<file path="src/rtl/adder_pkg.sv">
// Shared definitions for the pipelined chunk adder: mode encoding and
// pipeline depth derivation.
package adder_pkg;

    typedef enum logic {
        MODE_ADD = 1'b0,
        MODE_SUB = 1'b1
    } mode_e;

    // One register stage per CHUNK-bit slice of the carry chain.
    function automatic int unsigned calc_stages(int unsigned width, int unsigned chunk);
        return width / chunk;
    endfunction

endpackage

</file>
<file path="src/rtl/chunk_adder.sv">
// Combinational CHUNK-bit ripple adder built from 1-bit full adders; also
// exposes the carry into the top bit so the caller can derive signed overflow.
module chunk_adder #(
    parameter int unsigned CHUNK = 4
) (
    input  logic [CHUNK-1:0] a,
    input  logic [CHUNK-1:0] b,
    input  logic             c_in,
    output logic [CHUNK-1:0] sum,
    output logic             c_out,
    output logic             c_msb_in
);

    logic carry;

    always_comb begin
        carry    = c_in;
        sum      = '0;
        c_msb_in = 1'b0;
        for (int unsigned i = 0; i < CHUNK; i++) begin
            if (i == CHUNK - 1) begin
                c_msb_in = carry;
            end
            sum[i] = a[i] ^ b[i] ^ carry;
            carry  = (a[i] & b[i]) | (carry & (a[i] ^ b[i]));
        end
        c_out = carry;
    end

endmodule

</file>
<file path="src/rtl/pipelined_chunk_adder.sv">
// WIDTH-bit add/subtract unit with the carry chain cut into CHUNK-bit slices,
// one register stage per slice, on a valid/ready stream with global stall.
module pipelined_chunk_adder
    import adder_pkg::*;
#(
    parameter int unsigned WIDTH = 16,
    parameter int unsigned CHUNK = 4
) (
    input  logic             clk,
    input  logic             rst,
    input  logic             in_valid,
    output logic             in_ready,
    input  logic [WIDTH-1:0] a,
    input  logic [WIDTH-1:0] b,
    input  logic             c_in,
    input  logic             sub,
    output logic             out_valid,
    input  logic             out_ready,
    output logic [WIDTH-1:0] sum,
    output logic             c_out,
    output logic             ovf
);

    localparam int unsigned STAGES = calc_stages(WIDTH, CHUNK);

    if (((WIDTH % CHUNK) != 0) || (WIDTH < CHUNK)) begin : g_bad_params
        $error("WIDTH must be a non-zero multiple of CHUNK");
    end

    logic             adv_c;
    logic [WIDTH-1:0] b_eff_c;
    logic             cin_eff_c;

    // Per-stage registers: a_q/b_q hold the not-yet-used upper chunks shifted
    // down so the next chunk to add always sits in the low CHUNK bits.
    logic [WIDTH-1:0] a_q   [STAGES];
    logic [WIDTH-1:0] a_d   [STAGES];
    logic [WIDTH-1:0] b_q   [STAGES];
    logic [WIDTH-1:0] b_d   [STAGES];
    logic [WIDTH-1:0] s_q   [STAGES];
    logic [WIDTH-1:0] s_d   [STAGES];
    logic             v_q   [STAGES];
    logic             v_d   [STAGES];
    logic             cy_q  [STAGES];
    logic             cy_d  [STAGES];
    logic             ovf_q [STAGES];
    logic             ovf_d [STAGES];

    logic [WIDTH-1:0] src_a [STAGES];
    logic [WIDTH-1:0] src_b [STAGES];
    logic [WIDTH-1:0] src_s [STAGES];
    logic             src_v [STAGES];
    logic             src_c [STAGES];

    logic [CHUNK-1:0] ch_sum  [STAGES];
    logic             ch_cout [STAGES];
    logic             ch_cmsb [STAGES];

    assign adv_c     = !v_q[STAGES-1] || out_ready;
    assign b_eff_c   = (mode_e'(sub) == MODE_SUB) ? ~b : b;
    assign cin_eff_c = (mode_e'(sub) == MODE_SUB) ? 1'b1 : c_in;

    // What each stage would load: stage 0 from the port, others from the stage below.
    always_comb begin
        src_a[0] = a;
        src_b[0] = b_eff_c;
        src_s[0] = '0;
        src_v[0] = in_valid;
        src_c[0] = cin_eff_c;
        for (int k = 1; k < STAGES; k++) begin
            src_a[k] = a_q[k-1];
            src_b[k] = b_q[k-1];
            src_s[k] = s_q[k-1];
            src_v[k] = v_q[k-1];
            src_c[k] = cy_q[k-1];
        end
    end

    for (genvar k = 0; k < STAGES; k++) begin : g_stage
        chunk_adder #(
            .CHUNK(CHUNK)
        ) u_chunk (
            .a       (src_a[k][CHUNK-1:0]),
            .b       (src_b[k][CHUNK-1:0]),
            .c_in    (src_c[k]),
            .sum     (ch_sum[k]),
            .c_out   (ch_cout[k]),
            .c_msb_in(ch_cmsb[k])
        );
    end

    // Bubbles advance only their valid bit; data registers load on valid slots.
    always_comb begin
        for (int k = 0; k < STAGES; k++) begin
            a_d[k]   = a_q[k];
            b_d[k]   = b_q[k];
            s_d[k]   = s_q[k];
            v_d[k]   = v_q[k];
            cy_d[k]  = cy_q[k];
            ovf_d[k] = ovf_q[k];
        end
        if (adv_c) begin
            for (int k = 0; k < STAGES; k++) begin
                v_d[k] = src_v[k];
                if (src_v[k]) begin
                    a_d[k]                   = src_a[k] >> CHUNK;
                    b_d[k]                   = src_b[k] >> CHUNK;
                    s_d[k]                   = src_s[k];
                    s_d[k][k*CHUNK +: CHUNK] = ch_sum[k];
                    cy_d[k]                  = ch_cout[k];
                    ovf_d[k]                 = ch_cout[k] ^ ch_cmsb[k];
                end
            end
        end
    end

    always_ff @(posedge clk or posedge rst) begin
        if (rst) begin
            for (int k = 0; k < STAGES; k++) begin
                a_q[k]   <= '0;
                b_q[k]   <= '0;
                s_q[k]   <= '0;
                v_q[k]   <= 1'b0;
                cy_q[k]  <= 1'b0;
                ovf_q[k] <= 1'b0;
            end
        end else begin
            for (int k = 0; k < STAGES; k++) begin
                a_q[k]   <= a_d[k];
                b_q[k]   <= b_d[k];
                s_q[k]   <= s_d[k];
                v_q[k]   <= v_d[k];
                cy_q[k]  <= cy_d[k];
                ovf_q[k] <= ovf_d[k];
            end
        end
    end

    assign in_ready  = adv_c;
    assign out_valid = v_q[STAGES-1];
    assign sum       = s_q[STAGES-1];
    assign c_out     = cy_q[STAGES-1];
    assign ovf       = ovf_q[STAGES-1];

endmodule

</file>
<file path="config.mk">
export PLATFORM = sky130hd
export DESIGN_NAME = pipelined_chunk_adder
export DESIGN_NICKNAME = d
export VERILOG_FILES = /design/src/rtl/adder_pkg.sv /design/src/rtl/chunk_adder.sv /design/src/rtl/pipelined_chunk_adder.sv
export SDC_FILE = /design/constraint.sdc
export NUM_CORES = 1
export LEC_CHECK = 0
export CORE_UTILIZATION = 40
export DETAILED_ROUTE_END_ITERATION = 8
export PLACE_DENSITY = 0.58
export SYNTH_ARGS = -nofsm -noshare
export SYNTH_HDL_FRONTEND = slang
export SYNTH_HIERARCHICAL = 1
export SYNTH_SLANG_ARGS = --single-unit
</file>
<file path="constraint.sdc">
create_clock -name clk -period 7 [get_ports clk]
set_clock_uncertainty 0.2 [all_clocks]
set_input_delay 1.4 -clock clk [delete_from_list [all_inputs] [get_ports clk]]
set_output_delay 1.4 -clock clk [all_outputs]
set_load 0.005 [all_outputs]
</file>
==> flow_summary.yaml <==
grt:
  grt_usage_pct: 14.5
  overflow: 0
  grt_pass1_vias: 2489
  grt_pass1_wl_um: 12600
  antenna_found_initial: 0
  grt_max_degree: 54
critical_path:
  max_stage_delay_ns: 1.09
  path_class: "input pin to register"
  end_kind: "register"
  startpoint: "sub"
  r2r-start: "b_q[48]"
  critPathTopFamily: "adder cells"
  cp_common_cell: "fa_1"
  reg2regPathDepth: 7
  path_cells: "clkdlybuf4s50_1, xor2_1, fa_1, inv_1, fa_1, fa_1, inv_1, fa_1, mux2_2"
  cp-start-kind: "input pin"
  worstPathRequired_ns: 7.03
  critical_path_depth: 9
  crit_path_top_delay_cell: "clkdlybuf4s50_1"
  worstPathMaxFanout: 17
  cp.arrival_ns: 4.49
  critPathBufInv: 3
  r2r_setup_slack_ns: 4.48
finish:
  nFillCells: 995
  utilization_pct: 49.1
  fin_nets: 403
  layout_commonest_cell: "dfrtp_1"
  syn2layout_area_growth_pct: 18.4
  drive_gt1_share_pct: 29.4
  mostFrequentLayoutCells: "dfrtp_1, clkdlybuf4s50_1, mux2_2, mux2_4, inv_1"
  antennaDiodeCount: 0
placement:
  hpwl_um: 4760
  io_buffers: 57
  place_congestion: 0.694
timing:
  worst_slew_pin_slew_ns: 0.935
  finalSetupViolations: 0
  slew_viol_final: 0
  final.period_utilization_pct: 63.8
  setup-tns-final_ns: 0
  hold_violations: 0
  fin_crit_ns: 4.47
  relSlewSlack_pct: 37.4
  timing.fmax_mhz: 224
  rsz0062_at_grt: "no"
min_path:
  min_path_type: "register to register"
  holdPathStages: 2
  min_from: "src_v[0]"
route:
  route.met2.wl_um: 3350
  routedWlPerCell_um: 14.8
  drt_iter0_drc: 89
  first_pass_iters: 4
  viasPerCell: 4.60
  antenna_left: 0
  vias: 2271
  remaining_drc_errors: 0
  finalWirelength_um: 7310
  wl_met3_um: 272
  drt-met1-wl_um: 3560
  dr.max_layer_used: "met4"
die:
  die_x_um: 109
  rows: 38
  start_util_pct: 41.5
  core_area_sq_mm: 0.0109
  die-area_sq_mm: 0.0118
  die_h_um: 109
  io_pins: 58
yosys:
  synth_fp_nets: 363
  avgSynthCellArea_sq_um: 14.7
  syn_inst: 309
  synth-seq-area-share_pct: 53.5
  synth.cell_area_sq_mm: 0.00454
  yosys_register_bits: 97
  synth_cell_types: 21
  yosys_warnings: 6
cts:
  h-tree-depth: 3
  cts_resized: 0
  clockBufferDepth: 2
  cts_num_sinks: 97
  cts_tree: "yes"
  post_cts_buffers: 0
  clk_latency_ns: 0.34
  cts.clk_slew.worst_paths_ns: 0.06
  clock-root-buffer: "clkbuf_16"
  hold_buffers: 0
  numCtsBuffers: 9
outcome:
  status: "completed"
power:
  peakVddDrop_v: 0.000162
  p_leak_uw: 0.00243
  power_per_cell_area_mw_per_mm2: 451
flow_run:
  maxCapViolations: 0
[per-layer routing]
layer  GRT usage [%]  vias up
met5               0        -
met4            5.79        0
met3            4.22        6
met2            21.8       49
met1            19.8     1138
li1                -     1078
[cell usage after synthesis]
| library cell | count | area (sq um) |
|---|---|---|
| nand2_8 | 1 | 20.0 |
| inv_1 | 35 | 131 |
| nand2_2 | 1 | 6.26 |
| o21ai_0 | 2 | 10.0 |
| buf_4 | 17 | 128 |
| dfrtp_1 | 97 | 2430 |
| buf_6 | 7 | 78.8 |
| xor2_1 | 5 | 43.8 |
| nand2_4 | 1 | 11.3 |
| buf_12 | 1 | 20.0 |
| buf_2 | 3 | 15.0 |
| clkbuf_1 | 1 | 3.75 |
| or2_2 | 1 | 6.26 |
| a21oi_1 | 24 | 120 |
| nand2_1 | 1 | 3.75 |
| xnor2_1 | 12 | 105 |
| fa_1 | 16 | 320 |
| nand2b_4 | 1 | 13.8 |
| and2_4 | 1 | 8.76 |
| mux2_4 | 38 | 571 |
| mux2_2 | 44 | 495 |
[flip-flops by register name, indices dropped and copies added, names as in the netlist]
| name | count |
|---|---|
| out_valid | 1 |
| cy_q | 3 |
| sum | 16 |
| a_q | 24 |
| src_v | 3 |
| b_q | 24 |
| ovf | 1 |
| s_q | 24 |
| c_out | 1 |
[metrics by stage]
stage	instances	hold slack [ns]	power (uW)	worst slack [ns]	area (sq um)
6_report	494	0.300	2420	2.53	5370
5_1_grt	494	0.314	2610	2.37	5370
4_1_cts	494	0.309	2460	2.50	5370
3_5_place_dp	478	0.293	1930	2.14	5050
3_3_place_gp	478	0.272	1900	2.22	5050
2_1_floorplan	309	0.257	1720	2.87	4540
[worst reg2reg max path, delay by kind of cell (launching register included)]
| kind | cells | cell delay (ns) |
|---|---|---|
| buffers and inverters | 2 | 0.14 |
| DFF | 1 | 0.38 |
| muxes | 1 | 0.28 |
| adders and majority gates | 4 | 1.40 |
[cell type report]
cell class	count	area (sq um)	area share, %
Multi-Input combinational cell	148	1740	32.3
Inverter	35	134	2.49
Clock buffer	12	246	4.59
Sequential cell	97	2430	45.2
Timing Repair Buffer	58	578	10.8
Tap cell	140	175	3.26
Clock inverter	4	76.3	1.42
[kinds of logic after synthesis]
group	after synthesis	share of synthesized area [%]
flops	97	53.5
mux	82	23.5
buf+inv	64	8.30
compound gates	26	2.87
xor+xnor	17	3.28
fa+ha+maj	16	7.06
simple gates	7	1.54
[worst paths after layout]
path	to
max reg2reg	s_q[39]
min in group asynchronous	sum[5]
min reg2reg	out_valid
min	out_valid
max in group asynchronous	src_v[0]
max	s_q[51]
[power by group]
part	leakage, uW	internal (uW)	switching [uW]
Combinational	0.00116	585	330
Clock	0.000153	324	205
Sequential	0.00112	823	154
No activity file was read; power rests on OpenSTA's default activity.
